File: src/rtl/logic_unit_pkg.sv
// Shared constants for the pipelined bitwise logic unit.
// Operation codes and widths used by the slice and the pipeline top.
package logic_unit_pkg;

  localparam int OP_W = 3;

  localparam logic [OP_W-1:0] OP_AND  = 3'd0;
  localparam logic [OP_W-1:0] OP_OR   = 3'd1;
  localparam logic [OP_W-1:0] OP_XOR  = 3'd2;
  localparam logic [OP_W-1:0] OP_NOR  = 3'd3;
  localparam logic [OP_W-1:0] OP_NAND = 3'd4;
  localparam logic [OP_W-1:0] OP_XNOR = 3'd5;
  localparam logic [OP_W-1:0] OP_ANDN = 3'd6;
  localparam logic [OP_W-1:0] OP_ORN  = 3'd7;

endpackage

File: src/rtl/logic_slice.sv
// Combinational bitwise operation slice: per-bit gates plus op select.
// Sits between the operand stage and the result stage.
module logic_slice
  import logic_unit_pkg::*;
#(
  parameter int WIDTH = 32
) (
  input  logic [OP_W-1:0]  op,
  input  logic [WIDTH-1:0] a,
  input  logic [WIDTH-1:0] b,
  output logic [WIDTH-1:0] result
);

  logic [WIDTH-1:0] g_and;
  logic [WIDTH-1:0] g_or;
  logic [WIDTH-1:0] g_xor;
  logic [WIDTH-1:0] g_nor;
  logic [WIDTH-1:0] g_nand;
  logic [WIDTH-1:0] g_xnor;
  logic [WIDTH-1:0] nb;
  logic [WIDTH-1:0] g_andn;
  logic [WIDTH-1:0] g_orn;

  for (genvar i = 0; i < WIDTH; i++) begin : g_bit
    and  u_and  (g_and[i],  a[i], b[i]);
    or   u_or   (g_or[i],   a[i], b[i]);
    xor  u_xor  (g_xor[i],  a[i], b[i]);
    nor  u_nor  (g_nor[i],  a[i], b[i]);
    nand u_nand (g_nand[i], a[i], b[i]);
    xnor u_xnor (g_xnor[i], a[i], b[i]);
    not  u_not  (nb[i],     b[i]);
    and  u_andn (g_andn[i], a[i], nb[i]);
    or   u_orn  (g_orn[i],  a[i], nb[i]);
  end

  always_comb begin
    result = g_and;
    case (op)
      OP_AND:  result = g_and;
      OP_OR:   result = g_or;
      OP_XOR:  result = g_xor;
      OP_NOR:  result = g_nor;
      OP_NAND: result = g_nand;
      OP_XNOR: result = g_xnor;
      OP_ANDN: result = g_andn;
      OP_ORN:  result = g_orn;
      default: result = g_and;
    endcase
  end

endmodule

File: src/rtl/logic_unit_pipe.sv
// Pipelined bitwise logic unit with valid/ready on both sides.
// Optional operand stage feeds the slice; result stage holds word and flags.
module logic_unit_pipe
  import logic_unit_pkg::*;
#(
  parameter int WIDTH  = 32,
  parameter bit REG_IN = 1'b1
) (
  input  logic             clk,
  input  logic             reset,
  input  logic             in_valid,
  output logic             in_ready,
  input  logic [OP_W-1:0]  op,
  input  logic [WIDTH-1:0] a,
  input  logic [WIDTH-1:0] b,
  output logic             out_valid,
  input  logic             out_ready,
  output logic [WIDTH-1:0] result,
  output logic             zero,
  output logic             all_ones
);

  logic             out_free;
  logic             src_valid;
  logic [OP_W-1:0]  src_op;
  logic [WIDTH-1:0] src_a;
  logic [WIDTH-1:0] src_b;
  logic [WIDTH-1:0] res_c;

  assign out_free = !out_valid || out_ready;

  if (REG_IN) begin : g_s1
    logic             s1_valid;
    logic             s1_advance;
    logic [OP_W-1:0]  s1_op;
    logic [WIDTH-1:0] s1_a;
    logic [WIDTH-1:0] s1_b;

    assign s1_advance = s1_valid && out_free;
    assign in_ready   = !s1_valid || s1_advance;

    always_ff @(posedge clk or posedge reset) begin
      if (reset) begin
        s1_valid <= 1'b0;
        s1_op    <= '0;
        s1_a     <= '0;
        s1_b     <= '0;
      end else if (in_ready) begin
        s1_valid <= in_valid;
        if (in_valid) begin
          s1_op <= op;
          s1_a  <= a;
          s1_b  <= b;
        end
      end
    end

    assign src_valid = s1_valid;
    assign src_op    = s1_op;
    assign src_a     = s1_a;
    assign src_b     = s1_b;
  end else begin : g_bypass
    assign in_ready  = out_free;
    assign src_valid = in_valid;
    assign src_op    = op;
    assign src_a     = a;
    assign src_b     = b;
  end

  logic_slice #(
    .WIDTH (WIDTH)
  ) u_slice (
    .op     (src_op),
    .a      (src_a),
    .b      (src_b),
    .result (res_c)
  );

  // flags derive from the same word that lands in the result register
  always_ff @(posedge clk or posedge reset) begin
    if (reset) begin
      out_valid <= 1'b0;
      result    <= '0;
      zero      <= 1'b0;
      all_ones  <= 1'b0;
    end else if (out_free) begin
      out_valid <= src_valid;
      if (src_valid) begin
        result   <= res_c;
        zero     <= ~|res_c;
        all_ones <= &res_c;
      end
    end
  end

endmodule

File: config.mk
export PLATFORM = sky130hd
export DESIGN_NAME = logic_unit_pipe
export DESIGN_NICKNAME = d
export VERILOG_FILES = /design/src/rtl/logic_unit_pkg.sv /design/src/rtl/logic_slice.sv /design/src/rtl/logic_unit_pipe.sv
export SDC_FILE = /design/constraint.sdc
export NUM_CORES = 1
export LEC_CHECK = 0
export ABC_AREA = 1
export BUFFER_PORTS_ARGS = -buffer_cell sky130_fd_sc_hd__buf_4
export CORE_UTILIZATION = 50
export CTS_CLUSTER_SIZE = 10
export DETAILED_ROUTE_END_ITERATION = 7
export GPL_ROUTABILITY_DRIVEN = 0
export PLACE_DENSITY = 0.75
export SYNTH_ARGS = -nofsm -noshare
export SYNTH_HDL_FRONTEND = slang
export SYNTH_HIERARCHICAL = 1
export SYNTH_SLANG_ARGS = --single-unit
File: constraint.sdc
create_clock -name clk -period 9.05 [get_ports clk]
set_clock_uncertainty 0.2 [all_clocks]
set_input_delay 0.4525 -clock clk [delete_from_list [all_inputs] [get_ports clk]]
set_output_delay 0.4525 -clock clk [all_outputs]
set_load 0.1 [all_outputs]
# After elaboration in Yosys (flattened, before gate mapping)
# Index checks and enable logic that the tools add are counted.
dict set report totals {
  register_bits 103
  in_bits 71
  wordCells 315
}
dict set report op_classes {
  n_eq_ne 7
  mux 1
  n_bitwise 288
  n_reduce_logical 11
}
# op count
set ops {}
lappend ops {{$pmux 32 s8} 1}
lappend ops {{$not 1->1} 96}
lappend ops {{$and 1x1->1} 64}
lappend ops {{$or 1x1->1} 64}
lappend ops {{$reduce_and 32->1} 1}
lappend ops {{$reduce_or 32->1} 1}
lappend ops {{$xnor 1x1->1} 32}
lappend ops {{$xor 1x1->1} 32}
lappend ops {{$eq 3x3->1 const B} 4}
lappend ops {{$eq 3x2->1 const B} 2}
lappend ops {{$reduce_and 2->1} 2}
lappend ops {{$eq 3x1->1 const B} 1}
lappend ops {{$logic_not 1->1} 3}
lappend ops {{$logic_not 3->1} 1}
lappend ops {{$logic_or 1x1->1} 2}
lappend ops {{$logic_and 1x1->1} 1}

# Depth between registers and ports, before layout
# Gate-level depths: netlist of run 1.
dict set report logic_depth {
  ltp_word 5
  depth_mapped 14
  ltp_nobuf 13
}

# Modules after synthesis
# Netlist of run 1, hierarchy kept.
# mod n_inst cells_each area_each_um2
set modules_own_cells {}
lappend modules_own_cells {logic_slice 1 853 4837.1}
lappend modules_own_cells {logic_unit_pipe 1 498 4217.8}

# Worst setup path before layout of run 1
# No wires, ideal clock.
dict set report synth_path {
  path_kind {register to output}
  start {register out_valid}
  end {output in_ready}
  t_arrival_ns 2.058
  required_time_ns 8.398
  setup_slack_ns 6.340
  stages_incl_launch_ff 3
  cell_sequence {dfrtp_1 nand3_2 clkbuf_1}
}
dict set report synth_via {
  elab_chain_len 4
}
# element line_no
set synth_lines {}
lappend synth_lines {{start, declared} logic_unit_pipe.sv:16} ;# output logic out_valid,
lappend synth_lines {{start signal, assigned} logic_unit_pipe.sv:87} ;# out_valid <= src_valid;
lappend synth_lines {{$logic_not 1->1} logic_unit_pipe.sv:30} ;# assign out_free = !out_valid || out_ready;
lappend synth_lines {{$logic_or 1x1->1} logic_unit_pipe.sv:30}
lappend synth_lines {{$logic_and 1x1->1} logic_unit_pipe.sv:39} ;# assign s1_advance = s1_valid && out_free;
lappend synth_lines {{$logic_or 1x1->1} logic_unit_pipe.sv:40} ;# assign in_ready = !s1_valid || s1_advance;
lappend synth_lines {{end, declared} logic_unit_pipe.sv:12} ;# output logic in_ready,
# No other way between the ends.

# Worst setup path after layout of run 1
dict set report layout_path {
  start {register g_s1.s1_op[0]}
  end {register all_ones}
}
dict set report layout_via {
  elab_chain_len 3
}
# element line_no
set layout_lines {}
lappend layout_lines {{start, declared} logic_unit_pipe.sv:35} ;# logic [OP_W-1:0] s1_op;
lappend layout_lines {{start signal, assigned} logic_unit_pipe.sv:51} ;# s1_op <= op;
lappend layout_lines {{$eq 3x3->1, or another cell as far along} logic_slice.sv:38} ;# case (op)
lappend layout_lines {{$pmux 32 s8 *} logic_slice.sv:38}
lappend layout_lines {{via res_c[21]} logic_unit_pipe.sv:28} ;# logic [WIDTH-1:0] res_c;
lappend layout_lines {{$reduce_and 32->1 *} logic_unit_pipe.sv:91} ;# all_ones <= &res_c;
lappend layout_lines {{end signal, assigned} logic_unit_pipe.sv:91}
lappend layout_lines {{end, declared} logic_unit_pipe.sv:20} ;# output logic all_ones
# The timed path passes the listed nets; every way through them passes the cells marked *.
# A chain may end at the register's enable or synchronous reset.

==> impl_metrics.env, run 1 <==
export IMPL_fmax_ghz=0.318
export IMPL_syn_mean_instance_area_um2=6.70
export IMPL_max_cap_viol_count=0
export IMPL_die_width_um=137
export IMPL_ios=107
export IMPL_slew_violations=0
export IMPL_worstHoldStart="a[7]"
export IMPL_ys_flop_type="dfrtp_1"
export IMPL_finalCritPeriodShare=0.348
export IMPL_timing_final_ws_setup_ns=5.90
export IMPL_io_buffer_count=106
export IMPL_r2r_end="all_ones"
export IMPL_core_area_um2=17500
export IMPL_place_inst=1608
export IMPL_std_cell_rows=48
export IMPL_yosysWarnings=6
export IMPL_peakVddDrop_v=0.000268
export IMPL_dp_slack_ns=5.97
export IMPL_cts_root_buf="clkbuf_16"
export IMPL_grt_pass1_vias=7682
export IMPL_die_h_um=137
export IMPL_wl_mm=22.9
export IMPL_drive_above_1_share=0.101
export IMPL_diodes=0
export IMPL_cts_buffer_depth=2
export IMPL_critPathCaptureType="register"
export IMPL_postCtsSetupRepairBufs=0
export IMPL_cp_max_fo=33
export IMPL_slew_headroom=0.250
export IMPL_syn_nets=1550
export IMPL_clk_latency_ns=0.36
export IMPL_synthTopCellsByArea="dfrtp_1 (28%), ha_1 (18%), nand2_1 (17%)"
export IMPL_grt_pass1_wl_mm=37.8
export IMPL_r2r_start="g_s1.s1_op[0]"
export IMPL_yosysSeqAreaShare=0.285
export IMPL_hold_path_class="input port to register"
export IMPL_p_leak_nw=5.74
export IMPL_cp_arrival_ns=3.25
export IMPL_cp_required_ns=9.15
export IMPL_fillers=1668
export IMPL_async_flop_share=1.00
export IMPL_start_util=0.518
export IMPL_htreeDepth=3
export IMPL_dr_total_vias=8596
export IMPL_drtIter0Drc=898
export IMPL_ys_ff_latch=103
export IMPL_dieArea_um2=18700
export IMPL_final_instance_count_excl_fill=1625
export IMPL_status="complete, no violations"
export IMPL_critPathKind="register to register"
export IMPL_drtAntennaViolNets=0
export IMPL_final_util=0.575
export IMPL_cts_tree="built"
export IMPL_syn_area_um2=9050
export IMPL_drc_errors=0
export IMPL_setup_tns_ns=0
export IMPL_regArea_um2=2580
export IMPL_clock_sinks=103
export IMPL_dp_hpwl_mm=15.1
export IMPL_ys_types=21
export IMPL_grt_setup_unrepaired="false"
export IMPL_grt_overflow_total=0
export IMPL_worst_pin_slew_ns=1.12
export IMPL_post_drt_wl_per_cell_um=14.1
export IMPL_grtUsageTotal=0.257
export IMPL_power_density_nw_per_um2=237
export IMPL_rr_worst_depth=11
export IMPL_total_power_mw=2.38
export IMPL_startpoint_type="register"
export IMPL_viasPerCell=5.29
export IMPL_layout_common_cells="nand2_1 (399), inv_1 (226), nand3_1 (160), ha_1 (128), nor2_1 (126)"
export IMPL_synth_top_area_cell="dfrtp_1"
export IMPL_grt_max_degree=92
export IMPL_hold_violations=0
export IMPL_multi_input_area_um2=5170
export IMPL_cts_inserted_buffers=9
export IMPL_worstHoldEndpoint="g_s1.s1_a[7]"
export IMPL_final_common_cell="nand2_1"
export IMPL_synth_top_area_share=0.285
export IMPL_rrSetupSlack_ns=5.90
export IMPL_drt_pass1_iterations=5
export IMPL_synthCells=1351
export IMPL_setup_viol=0
export IMPL_synth_edf_count=0
export IMPL_antenna_found_initial=0
export IMPL_min_period_ns=3.15
export IMPL_path_clk_slew_ns=0.07
export IMPL_nets=1594
export IMPL_hold_depth=3
export IMPL_syn_to_final_growth_pct=11.1
## worst max path at each step
stage                             start  endpoint  slack (ns)  cells past startpoint
after floorplan                   reset  all_ones        5.69                      1
after global placement    g_s1.s1_op[0]  all_ones        5.96                     11
after detailed placement  g_s1.s1_op[0]  all_ones        5.97                     11
after CTS                 g_s1.s1_op[0]  all_ones        5.95                     11
after global routing      g_s1.s1_op[0]  all_ones        5.61                     11
final                     g_s1.s1_op[0]  all_ones        5.90                     11
## worst max-delay path, stage by stage, from the launching register on
cell and delay, ns:
dfrtp_2 0.50, inv_2 0.57, nand3_2 0.78, nor2_1 0.29, nor2_1 0.08, nand3_1 0.13
nand2_1 0.06, nor2_1 0.11, nand2_1 0.06, nor2_1 0.12, nand3_1 0.09, nand2_1 0.06
## cells in the mapped netlist (2+ instances only)
cell      instances
nand3b_1          9
nand3_1         160
ha_1            128
nand2_2           2
nand2_1         399
nor2_2            3
buf_2            49
nand4_1          96
buf_6             3
buf_4            16
nor2_1          126
clkbuf_1          7
dfrtp_1         103
o21ai_0           9
nand3_2           2
inv_2             3
buf_1             6
inv_1           227
## metrics by stage
step	hold WS [ns]	instance area, um2
after floorplan	0.237	9050
after global placement	0.265	9760
after detailed placement	0.266	9760
after CTS	0.104	10100
after global routing	0.112	10100
final	0.114	10100
## layer usage
layer | track usage | share of wire
met3 | 0.0363 | 0.082
met2 | 0.399 | 0.43
met1 | 0.368 | 0.47
met5 | 0 | 0
met4 | 0.0802 | 0.014
## power by group
group / internal, mW / switching [mW]
sequential: 0.570 / 0.106
clock: 0.216 / 0.178
combinational: 0.316 / 0.995
## flip-flops by register name, indices dropped and copies added, names as in the netlist
name           cells
g_s1.s1_b         32
out_valid          1
result            32
all_ones           1
zero               1
g_s1.s1_a         32
g_s1.s1_valid      1
g_s1.s1_op         3
## timing repair
item,4_1_cts,5_1_grt
resized for setup,0,0
hold buffers,1,0
endpoints found under the setup margin,0,0
hold endpoints to repair,15,0
## kinds of logic (layout without fill, tap and decap cells)
logic type | after synthesis | count (layout) | share of synthesized area
AOI/OAI and AO/OA | 10 | 10 | 0.00580
adders and majority gates | 128 | 128 | 0.177
buffers and inverters | 312 | 361 | 0.145
DFF | 103 | 103 | 0.285
and+or+nand+nor | 798 | 798 | 0.387
## final cells by class
| cell class | instances | area share |
|---|---|---|
| clock buffers | 12 | 0.0235 |
| inverters | 230 | 0.0861 |
| multi-input cells | 936 | 0.514 |
| well taps | 225 | 0.0280 |
| flip-flops and latches | 103 | 0.257 |
| clock inverters | 4 | 0.00547 |
| repair buffers | 115 | 0.0861 |
No activity file was read; power rests on OpenSTA's default activity.
==> run 2: changes to the inputs <==
--- a/config.mk
+++ b/config.mk
@@ -11,7 +11,7 @@
 export CTS_CLUSTER_SIZE = 10
 export DETAILED_ROUTE_END_ITERATION = 7
 export GPL_ROUTABILITY_DRIVEN = 0
-export PLACE_DENSITY = 0.75
+export PLACE_DENSITY = 0.78
 export SYNTH_ARGS = -nofsm -noshare
 export SYNTH_HDL_FRONTEND = slang
 export SYNTH_HIERARCHICAL = 1
==> constraint.sdc (replaced) <==
create_clock -name clk -period 2.6 [get_ports clk]
set_clock_uncertainty 0.2 [all_clocks]
set_input_delay 0.13 -clock clk [delete_from_list [all_inputs] [get_ports clk]]
set_output_delay 0.13 -clock clk [all_outputs]
set_load 0.1 [all_outputs]
==> impl_metrics.env, run 2 (same netlist as run 1, synthesis figures left out) <==
export IMPL_status="complete, no violations"
export IMPL_r2r_end="all_ones"
export IMPL_p_leak_nw=6.17
export IMPL_cts_root_buf="clkbuf_16"
export IMPL_io_buffer_count=106
export IMPL_antenna_found_initial=0
export IMPL_wl_mm=24.0
export IMPL_ios=107
export IMPL_setup_tns_ns=0
export IMPL_start_util=0.518
export IMPL_multi_input_area_um2=5160
export IMPL_drtIter0Drc=745
export IMPL_diodes=0
export IMPL_die_width_um=137
export IMPL_fmax_ghz=0.433
export IMPL_top_regs="g_s1.s1_a: 32 flops, g_s1.s1_b: 32 flops, result: 32 flops"
export IMPL_final_common_cell="nand2_1"
export IMPL_cp_slowest_cell="dfrtp_2"
export IMPL_clock_sinks=103
export IMPL_worstHoldEndpoint="g_s1.s1_b[9]"
export IMPL_grt_max_degree=104
export IMPL_stdcell_area_um2=11000
export IMPL_cts_buffer_depth=2
export IMPL_timing_final_ws_setup_ns=0.289
export IMPL_hold_path_class="input port to register"
export IMPL_max_cap_viol_count=0
export IMPL_max_stage_delay_ns=0.62
export IMPL_cp_max_fo=32
export IMPL_cts_tree="built"
export IMPL_postCtsSetupRepairBufs=0
export IMPL_core_area_um2=17500
export IMPL_peakVddDrop_v=0.00102
export IMPL_hold_depth=4
export IMPL_grt_pass1_wl_mm=39.5
export IMPL_grt_setup_unrepaired="false"
export IMPL_post_dp_cell_area_um2=9970
export IMPL_startpoint_type="register"
export IMPL_dp_slack_ns=0.415
export IMPL_post_drt_wl_per_cell_um=14.0
export IMPL_clk_latency_ns=0.36
export IMPL_grt_overflow_total=0
export IMPL_hold_ws_ns=0.0938
export IMPL_std_cell_rows=48
export IMPL_regArea_um2=2580
export IMPL_rr_worst_depth=11
export IMPL_hold_violations=0
export IMPL_worstHoldStart="in_valid"
export IMPL_rrSetupSlack_ns=0.29
export IMPL_cts_resized_gates=0
export IMPL_dp_hpwl_mm=16.2
export IMPL_worst_path_most_repeated_cell="nand2_1"
export IMPL_critPathKind="register to register"
export IMPL_worst_pin_slew_ns=0.589
export IMPL_setup_viol=0
export IMPL_slew_violations=0
export IMPL_critPathCaptureType="register"
export IMPL_grtUsageTotal=0.270
export IMPL_finalCritPeriodShare=0.889
export IMPL_nets=1688
export IMPL_viasPerCell=5.17
export IMPL_path_clk_slew_ns=0.08
export IMPL_syn_to_final_growth_pct=21.3
export IMPL_cp_required_ns=2.71
export IMPL_path_cells="buf_4 -> nand4_1 -> nand2_1 -> nor2_1 -> nand3_1 -> nand2_1 -> nor2_1 -> nand2_1 -> nor2_1 -> nand3_1 -> nand2_1"
export IMPL_drive_above_1_share=0.114
export IMPL_htreeDepth=3
export IMPL_cp_arrival_ns=2.42
export IMPL_cts_hold_buffers=69
export IMPL_r2r_start="g_s1.s1_op[1]"
export IMPL_dieArea_um2=18700
export IMPL_layout_common_cells="nand2_1 (399), inv_1 (226), nand3_1 (160), buf_4 (138), ha_1 (128)"
export IMPL_drc_errors=0
export IMPL_dr_total_vias=8895
export IMPL_power_density_nw_per_um2=784
export IMPL_min_period_ns=2.31
export IMPL_fillers=1544
export IMPL_grt_pass1_vias=8187
export IMPL_die_h_um=137
export IMPL_drt_pass1_iterations=6
export IMPL_slew_headroom=0.606
export IMPL_cts_inserted_buffers=9
export IMPL_drtAntennaViolNets=0
[run 2: area by class of cell]
cell class | instances | area share
multi-input combinational | 936 | 0.470
sequential | 103 | 0.235
timing repair buffer | 209 | 0.161
inverter | 230 | 0.0789
tap | 225 | 0.0256
clock buffer | 9 | 0.0205
clock inverter | 7 | 0.00945
[run 2: how the worst max path moves through the flow]
stage	startpoint	end	cells past startpoint
finish	g_s1.s1_op[1]	all_ones	11
global route	g_s1.s1_op[1]	all_ones	11
CTS	g_s1.s1_op[1]	all_ones	11
detailed placement	g_s1.s1_op[1]	all_ones	11
global placement	g_s1.s1_op[1]	all_ones	11
floorplan	out_valid	g_s1.s1_b[2]	4
[run 2: through the flow]
step	total power, mW	utilization	instances
2_1_floorplan	5.87	-	1351
3_3_place_gp	6.89	0.570	1634
3_5_place_dp	6.98	0.570	1634
4_1_cts	8.60	0.629	1719
5_1_grt	9.15	0.629	1719
6_report	8.62	0.629	1719
[run 2: critical path: cells and delay by family (launching register included)]
kind	cells	cell delay (ns)
simple gates	10	1.01
flops	1	0.62
buf+inv	1	0.41
[run 2: report_power, final]
part           switching [mW]  leakage (nW)  internal (mW)
Clock                   0.666         0.154          0.856
Sequential              0.355          1.27           1.98
Combinational            3.51          4.75           1.24
Total                    4.53          6.17           4.08
[run 2: routing by layer]
| layer | wire length [um] | global-route usage |
|---|---|---|
| met5 | 0 | 0 |
| met4 | 482 | 0.0975 |
| met3 | 1500 | 0.0370 |
| met2 | 11100 | 0.438 |
| met1 | 11000 | 0.365 |
==> run 3: changes to the inputs <==
--- a/config.mk
+++ b/config.mk
@@ -12,6 +12,7 @@
 export DETAILED_ROUTE_END_ITERATION = 7
 export GPL_ROUTABILITY_DRIVEN = 0
 export PLACE_DENSITY = 0.78
+export REMOVE_ABC_BUFFERS = 1
 export SYNTH_ARGS = -nofsm -noshare
 export SYNTH_HDL_FRONTEND = slang
 export SYNTH_HIERARCHICAL = 1
==> impl_metrics.env, run 3 (same netlist as run 1, synthesis figures left out) <==
export IMPL_status="complete, no violations"
export IMPL_r2r_end="all_ones"
export IMPL_grtUsageTotal=0.269
export IMPL_cts_resized_gates=0
export IMPL_setup_viol=0
export IMPL_nets=1684
export IMPL_combPwrFrac=0.547
export IMPL_grt_pass1_vias=8382
export IMPL_drc_errors=0
export IMPL_drtAntennaViolNets=0
export IMPL_final_common_cell="nand2_1"
export IMPL_start_util=0.518
export IMPL_stdcell_area_um2=11000
export IMPL_core_area_um2=17500
export IMPL_min_period_ns=2.36
export IMPL_std_cell_rows=48
export IMPL_viasPerCell=5.19
export IMPL_hold_violations=0
export IMPL_syn_to_final_growth_pct=21.7
export IMPL_htreeDepth=3
export IMPL_p_int_mw=4.17
export IMPL_hold_ws_ns=0.228
export IMPL_dieArea_um2=18700
export IMPL_seqPwrFrac=0.269
export IMPL_fillers=1562
export IMPL_max_cap_viol_count=0
export IMPL_drt_pass1_iterations=7
export IMPL_grt_pass1_wl_mm=39.9
export IMPL_cts_root_buf="clkbuf_16"
export IMPL_post_dp_cell_area_um2=9990
export IMPL_slew_violations=0
export IMPL_switching_power_mw=4.50
export IMPL_clock_sinks=103
export IMPL_cts_inserted_buffers=9
export IMPL_critPathCaptureType="register"
export IMPL_grt_max_degree=98
export IMPL_regArea_um2=2580
export IMPL_drtIter0Drc=804
export IMPL_rrSetupSlack_ns=0.24
export IMPL_post_drt_wl_per_cell_um=14.0
export IMPL_top_regs="g_s1.s1_a: 32 flops, g_s1.s1_b: 32 flops, result: 32 flops"
export IMPL_antenna_found_initial=0
export IMPL_io_buffer_count=106
export IMPL_grt_setup_unrepaired="false"
export IMPL_total_power_mw=8.67
export IMPL_clkPwrFrac=0.184
export IMPL_cp_max_fo=61
export IMPL_dp_slack_ns=0.333
export IMPL_drive_above_1_share=0.112
export IMPL_diodes=0
export IMPL_startpoint_type="register"
export IMPL_layout_common_cells="nand2_1 (399), inv_1 (226), nand3_1 (160), buf_4 (130), ha_1 (128)"
export IMPL_slew_headroom=0.520
export IMPL_finalCritPeriodShare=0.909
export IMPL_power_density_nw_per_um2=786
export IMPL_dr_total_vias=8902
export IMPL_final_instance_count_excl_fill=1715
export IMPL_cts_buffer_depth=2
export IMPL_critPathKind="register to register"
export IMPL_rr_worst_depth=11
export IMPL_timing_final_ws_setup_ns=0.238
export IMPL_r2r_start="g_s1.s1_op[1]"
export IMPL_path_clk_slew_ns=0.08
export IMPL_place_inst=1630
export IMPL_grt_overflow_total=0
export IMPL_die_h_um=137
export IMPL_die_width_um=137
export IMPL_p_leak_nw=6.19
export IMPL_switching_share=0.519
export IMPL_clk_latency_ns=0.36
export IMPL_cts_tree="built"
export IMPL_ios=107
export IMPL_fmax_ghz=0.423
export IMPL_cp_required_ns=2.71
export IMPL_peakVddDrop_v=0.000653
export IMPL_worst_pin_slew_ns=0.720
export IMPL_dp_hpwl_mm=15.8
export IMPL_hold_path_class="input port to asynchronous set/reset pin"
export IMPL_wl_mm=24.0
export IMPL_multi_input_area_um2=5160
export IMPL_setup_tns_ns=0
export IMPL_cp_arrival_ns=2.47
export IMPL_final_util=0.631
[run 3: layout make-up]
cell class | instances | area share
Clock buffer | 9 | 0.0204
Clock inverter | 7 | 0.0109
Inverter | 230 | 0.0786
Multi-Input combinational cell | 936 | 0.468
Sequential cell | 103 | 0.234
Tap cell | 225 | 0.0255
Timing Repair Buffer | 205 | 0.162
[run 3: power groups by stage]
stage          clock, mW  combinational [mW]  sequential (mW)
4_1_cts             1.63                4.71             2.32
6_report            1.60                4.74             2.33
2_1_floorplan          0                1.65             4.06
3_5_place_dp           0                4.61             2.34
3_3_place_gp           0                4.55             2.33
5_1_grt             1.68                5.14             2.38
[run 3: worst max path at each step]
| stage | startpoint | endpoint | depth (start not counted) |
|---|---|---|---|
| 2_1_floorplan | out_valid | g_s1.s1_op[1] | 4 |
| 3_3_place_gp | g_s1.s1_op[1] | all_ones | 11 |
| 3_5_place_dp | g_s1.s1_op[1] | all_ones | 11 |
| 4_1_cts | g_s1.s1_op[1] | all_ones | 11 |
| 5_1_grt | g_s1.s1_op[1] | all_ones | 11 |
| 6_report | g_s1.s1_op[1] | all_ones | 11 |
[run 3: metal layers]
layer	up-vias	wire length [um]	GRT usage
met1	4104	10700	0.352
met5	-	0	0
met3	23	1500	0.0411
li1	4457	-	-
met2	318	11500	0.454
met4	0	331	0.0846
[run 3: critical path, cell delays in order, from the launching register on]
cell and delay, ns:
dfrtp_2 0.47, buf_4 0.53, nand4_1 0.17, nand2_1 0.11, nor2_1 0.05, nand3_1 0.14, nand2_1 0.07, nor2_1 0.22
nand2_1 0.09, nor2_1 0.09, nand3_1 0.07, nand2_1 0.06
[run 3: repair_timing]
action                                 CTS  global route
buffers inserted                         0             0
endpoints found under the hold margin  119             0
hold buffers                            69             0
